**src/rtl/imem_loader_pkg.sv**
```systemverilog
// Shared definitions for the boot-time instruction-memory loader
// and the core-side write port it drives.
package imem_loader_pkg;

    typedef enum logic [2:0] {
        ST_IDLE,
        ST_LEN0,
        ST_LEN1,
        ST_DATA,
        ST_DONE
    } state_t;

    localparam logic [7:0] SYNC_BYTE_DEF = 8'hA5;

    localparam logic [1:0] LANE_FIRST = 2'd0;
    localparam logic [1:0] LANE_LAST  = 2'd3;

    localparam int IMEM_ADDR_W = 32;
    localparam int IMEM_DATA_W = 32;

    function automatic logic [IMEM_ADDR_W-1:0] word_to_byte_addr(
        input logic [15:0] idx
    );
        return {14'd0, idx, 2'b00};
    endfunction

endpackage

```
**src/rtl/imem_word_packer.sv**
```systemverilog
// Packs a byte stream little-endian into 32-bit words; the fourth
// byte completes the word combinationally alongside word_valid.
module imem_word_packer
    import imem_loader_pkg::*;
(
    input  logic        clk,
    input  logic        rst,
    input  logic        clear,
    input  logic        byte_valid,
    input  logic [7:0]  byte_data,
    output logic        word_valid,
    output logic [31:0] word
);

    logic [1:0]  lane;
    logic [23:0] shreg;

    always_ff @(posedge clk) begin
        if (rst || clear) begin
            lane  <= LANE_FIRST;
            shreg <= '0;
        end else if (byte_valid) begin
            lane  <= lane + 2'd1;
            shreg <= {byte_data, shreg[23:8]};
        end
    end

    // After three bytes shreg holds {b2,b1,b0}; the live byte is b3.
    assign word_valid = byte_valid && (lane == LANE_LAST);
    assign word       = {byte_data, shreg};

endmodule

```
**src/rtl/imem_loader.sv**
```systemverilog
// Framed byte-stream loader for instruction memory; holds the core
// in reset until the whole image has been written.
module imem_loader
    import imem_loader_pkg::*;
#(
    parameter int         ADDR_WIDTH = 10,
    parameter logic [7:0] SYNC_BYTE  = SYNC_BYTE_DEF
) (
    input  logic                   clk,
    input  logic                   rst,
    input  logic [7:0]             s_data,
    input  logic                   s_valid,
    output logic                   s_ready,
    output logic                   mem_we,
    output logic [IMEM_ADDR_W-1:0] mem_addr,
    output logic [IMEM_DATA_W-1:0] mem_wdata,
    output logic                   cpu_rst,
    output logic                   busy,
    output logic                   done,
    output logic                   err
);

    localparam logic [16:0] DEPTH = 17'(2 ** ADDR_WIDTH);

    state_t      state;
    state_t      state_next;
    logic [7:0]  cnt_lo;
    logic [15:0] count;
    logic [15:0] word_index;
    logic        accept;
    logic        is_sync;
    logic        in_range;
    logic        last_word;
    logic        lane_clear;
    logic        byte_valid;
    logic        word_valid;
    logic [31:0] word;

    assign accept     = s_valid && s_ready;
    assign is_sync    = (s_data == SYNC_BYTE);
    assign in_range   = ({1'b0, word_index} < DEPTH);
    assign last_word  = ((word_index + 16'd1) == count);
    assign byte_valid = accept && (state == ST_DATA);

    imem_word_packer u_packer (
        .clk        (clk),
        .rst        (rst),
        .clear      (lane_clear),
        .byte_valid (byte_valid),
        .byte_data  (s_data),
        .word_valid (word_valid),
        .word       (word)
    );

    always_ff @(posedge clk) begin
        if (rst) state <= ST_IDLE;
        else     state <= state_next;
    end

    always_comb begin
        state_next = state;
        lane_clear = 1'b0;
        busy       = 1'b0;
        done       = 1'b0;
        unique case (state)
            ST_IDLE, ST_DONE: begin
                done = (state == ST_DONE);
                if (accept && is_sync) state_next = ST_LEN0;
            end
            ST_LEN0: begin
                busy = 1'b1;
                if (accept) state_next = ST_LEN1;
            end
            ST_LEN1: begin
                busy = 1'b1;
                if (accept) begin
                    lane_clear = 1'b1;
                    if ({s_data, cnt_lo} == 16'd0) state_next = ST_DONE;
                    else                           state_next = ST_DATA;
                end
            end
            ST_DATA: begin
                busy = 1'b1;
                if (word_valid && last_word) state_next = ST_DONE;
            end
            default: state_next = ST_IDLE;
        endcase
        cpu_rst = !done;
    end

    always_ff @(posedge clk) begin
        if (rst) begin
            s_ready    <= 1'b0;
            mem_we     <= 1'b0;
            mem_addr   <= '0;
            mem_wdata  <= '0;
            err        <= 1'b0;
            cnt_lo     <= '0;
            count      <= '0;
            word_index <= '0;
        end else begin
            s_ready <= 1'b1;
            mem_we  <= 1'b0;
            if (state == ST_LEN0 && accept) cnt_lo <= s_data;
            if (state == ST_LEN1 && accept) begin
                count      <= {s_data, cnt_lo};
                word_index <= '0;
                err        <= 1'b0;
            end
            // Words past the end of memory are consumed but never written.
            if (word_valid) begin
                word_index <= word_index + 16'd1;
                if (in_range) begin
                    mem_we    <= 1'b1;
                    mem_addr  <= word_to_byte_addr(word_index);
                    mem_wdata <= word;
                end else begin
                    err <= 1'b1;
                end
            end
        end
    end

endmodule

```
**config.mk**
```make
export PLATFORM = sky130hd
export DESIGN_NAME = imem_loader
export DESIGN_NICKNAME = d
export VERILOG_FILES = /design/src/rtl/imem_loader_pkg.sv /design/src/rtl/imem_word_packer.sv /design/src/rtl/imem_loader.sv
export SDC_FILE = /design/constraint.sdc
export NUM_CORES = 1
export LEC_CHECK = 0
export BUFFER_PORTS_ARGS = -buffer_cell sky130_fd_sc_hd__buf_2
export CAP_MARGIN = 20
export CORE_ASPECT_RATIO = 1.5
export CORE_MARGIN = 2
export CORE_UTILIZATION = 25
export CTS_CLUSTER_DIAMETER = 30
export DETAILED_ROUTE_END_ITERATION = 8
export PLACE_DENSITY = 0.52
export SLEW_MARGIN = 20
export SYNTH_ARGS = -nofsm -noshare
export SYNTH_HDL_FRONTEND = slang
export SYNTH_HIERARCHICAL = 1
export SYNTH_SLANG_ARGS = --single-unit
```
**constraint.sdc**
```tcl
create_clock -name clk -period 3.2 [get_ports clk]
set_clock_uncertainty 0.2 [all_clocks]
set_input_delay 0.48 -clock clk [delete_from_list [all_inputs] [get_ports clk]]
set_output_delay 0.48 -clock clk [all_outputs]
set_load 0.05 [all_outputs]
```
==> impl_metrics.json <==
{
  "status": "completed",
  "cp.required_ns": 3.33,
  "synth_edf_count": 0,
  "synthMuxAreaShare_pct": 6.50,
  "grt_max_degree": 50,
  "viasPerCell": 4.61,
  "htree_levels": 4,
  "antenna_left": 0,
  "fillers": 2324,
  "finalWorstPathRequiredPeriod_ns": 2.63,
  "start_kind": "register",
  "crit_fanout": 8,
  "first_pass_iters": 4,
  "use_met2_pct": 22.8,
  "tritoncts": "built",
  "combPwrFrac_pct": 2.7,
  "wl_um": 14000,
  "end_kind": "register",
  "synth_adder_area_share_pct": 0.460,
  "fp.dieH_um": 185,
  "fmax_mhz": 381,
  "crit_arrival_ns": 2.76,
  "final_nets": 700,
  "num_io_pins": 81,
  "cts_root_buf": "clkbuf_16",
  "cts_hold_buf": 0,
  "drc": 0,
  "powerDensity_nw_per_um2": 568,
  "clock_latency_ns": 0.42,
  "area_growth_pct": 18.7,
  "use_met3_pct": 2.67,
  "finalWeightedCongestion": 0.876,
  "synth_compound_area_share_pct": 13.0,
  "hold_path.class": "in -> reg",
  "postCtsSetupBuffers": 0,
  "synth-xor-area-share_pct": 3.06,
  "ys.flop_type": "dfxtp_1",
  "top_usage_layer": "met2",
  "finalSetupTns_ns": 0,
  "ys_warn_count": 6,
  "power_mw": 3.68,
  "clkTransAtPathRegs_ns": 0.06,
  "grt_pass1_wl_um": 22800,
  "first_global_vias": 4328,
  "yosys_register_bits": 120,
  "global_route.overflow_total": 0,
  "yosysSeqAreaShare_pct": 44.1,
  "avgRoutedWirePerCell_um": 14.5,
  "dr.first_iter.drc_count": 160,
  "synthArstFlopShare_pct": 0,
  "cap_violations": 0,
  "synth_top_family_by_area": "simple AND/OR/NAND/NOR gates",
  "final_max_slew_viol_count": 0,
  "n_antenna_cell": 0,
  "synth.avg_cell_area_um2": 8.47,
  "power_leakage_nw": 2.44,
  "die_area_um2": 23000,
  "grtUsageTotal_pct": 12.5,
  "cts_buffers": 17,
  "clk_path_buf_depth": 2,
  "p_sw_share_pct": 22.2,
  "coreArea_um2": 21600,
  "clkPwrFrac_pct": 56.6,
  "via_count": 4484,
  "antenna_found_initial": 0,
  "cts.sinks": 120,
  "start_util_pct": 25.3,
  "period_share_pct": 82.1,
  "crit_type": "reg -> reg",
  "p_switching_uw": 816,
  "post_cts_resize_count": 0,
  "pwr-share-seq_pct": 40.7,
  "slew_headroom_pct": 62.9,
  "syn-instance-count": 643,
  "yosysUniqueCellTypes": 64,
  "drive_gt1_share_pct": 19.1,
  "num_rows": 66,
  "tightest_slew_ns": 0.556,
  "finalSetupViolCount": 0,
  "met1_usage_pct": 13.3,
  "ir_worst_vdd_mv": 0.614,
  "port_buffers": 64,
  "p_int_mw": 2.86,
  "synthesis.area_um2": 5450,
  "synthSimpleGateAreaFrac_pct": 24.2,
  "hold_violations": 0,
  "hpwl_um": 9920,
  "rsz0062_at_grt": "no",
  "dieWidth_um": 125
}
cells by family (layout without fill, tap and decap cells):
group / count (synthesis) / count (layout)
compound gates: 118 / 118
xor+xnor: 19 / 19
fa+ha+maj: 2 / 2
buf+inv: 71 / 113
flops: 120 / 120
mux: 35 / 35
other cells: 1 / 16
simple gates: 277 / 277
registers in the layout, summed over array words and instances (netlist names):
register,flops
s_ready,1
mem_addr,16
word_index,16
u_packer/shreg,24
state,3
count,16
mem_wdata,32
cnt_lo,8
u_packer/lane,2
err,1
mem_we,1
worst max-delay path, cell delays in order, from the launching register on:
cell and delay (ns):
dfxtp_1 0.50, ha_1 0.34, and4_1 0.35, nor2_1 0.08, a211o_1 0.28, a31oi_1 0.42, nor2_1 0.10, a311oi_1 0.27
metrics by stage:
| step | hold slack [ns] | util, % | instance area, um2 | instances | worst slack, ns |
|---|---|---|---|---|---|
| 5_1_grt | 0.177 | 30.0 | 6470 | 972 | 0.336 |
| 3_3_place_gp | 0.240 | 27.0 | 5820 | 940 | 0.571 |
| 4_1_cts | 0.151 | 30.0 | 6470 | 972 | 0.584 |
| 2_1_floorplan | 0.231 | - | 5500 | 658 | 0.536 |
| 3_5_place_dp | 0.244 | 27.0 | 5820 | 940 | 0.582 |
| 6_report | 0.159 | 30.0 | 6470 | 972 | 0.573 |
path summary, 6_finish.rpt:
path | from | endpoint | slack, ns | depth (start not counted)
min | s_data[3] | count[11]$_SDFFE_PP0P_ | 0.16 | 3
max | word_index[0]$_SDFFE_PP0P_ | state[0]$_SDFFE_PP0P_ | 0.57 | 7
max reg2reg | word_index[0]$_SDFFE_PP0P_ | state[0]$_SDFFE_PP0P_ | 0.57 | 7
min reg2reg | mem_addr[9]$_SDFFE_PP0P_ | mem_addr[9]$_SDFFE_PP0P_ | 0.25 | 2
cells in the mapped netlist (all sizes together), types with 3 or more instances:
cell type	instances	area (um2)
a211oi	3	22.5
a21oi	78	390
a311oi	5	43.8
a31oi	5	31.3
and3	8	55.1
buf	41	337
clkbuf	25	114
dfxtp	120	2400
inv	4	15.0
mux2i	35	354
nand2	138	521
nand2b	4	25.0
nand3	14	85.1
nand3b	3	22.5
nand4	8	50.1
nor2	68	268
nor2b	3	18.8
nor3	8	62.6
nor4	7	71.3
o21ai	9	45.0
o31ai	4	35.0
or2	3	18.8
or3	4	30.0
xnor2	13	114
xor2	6	52.6
final cells by class:
type	instances	area, um2	area share [%]
clock inverter	13	194	3.00
timing repair buffer	76	423	6.54
inverter	5	18.8	0.290
tap	272	340	5.26
multi-input combinational	467	2640	40.8
sequential	120	2400	37.2
clock buffer	19	453	7.00
cells in the final DEF (no fill, tap or decap), types with 4 or more instances in the layout:
master,netlist,routed
xor2_1,6,6
nand4_1,8,8
nor2_2,2,4
nor4_1,4,4
o21ai_0,9,9
nand3_1,11,11
nor2_1,65,63
dfxtp_1,120,120
xnor2_1,13,13
conb_1,1,16
a21oi_1,78,78
nor3_1,6,6
mux2i_1,34,34
a311oi_1,5,5
nand2b_1,4,4
buf_4,28,11
a31oi_1,5,5
and3_1,7,7
inv_1,4,4
buf_2,2,64
bufinv_16,0,4
clkinvlp_4,0,4
clkbuf_16,0,17
nand2_1,137,137
routing by layer:
metal | up-vias | routed length [um]
li1 | 2237 | -
met1 | 2115 | 5650
met2 | 100 | 7370
met3 | 32 | 463
met4 | 0 | 558
met5 | - | 0
power by group through the flow:
stage / clock [mW] / combinational, mW / sequential [mW]
after detailed placement: 0 / 0.101 / 1.53
after floorplan: 0 / 0.0936 / 1.53
after global placement: 0 / 0.100 / 1.53
after CTS: 2.12 / 0.101 / 1.50
after global routing: 2.18 / 0.106 / 1.50
final: 2.08 / 0.0994 / 1.50
No activity file was read; power rests on OpenSTA's default activity.
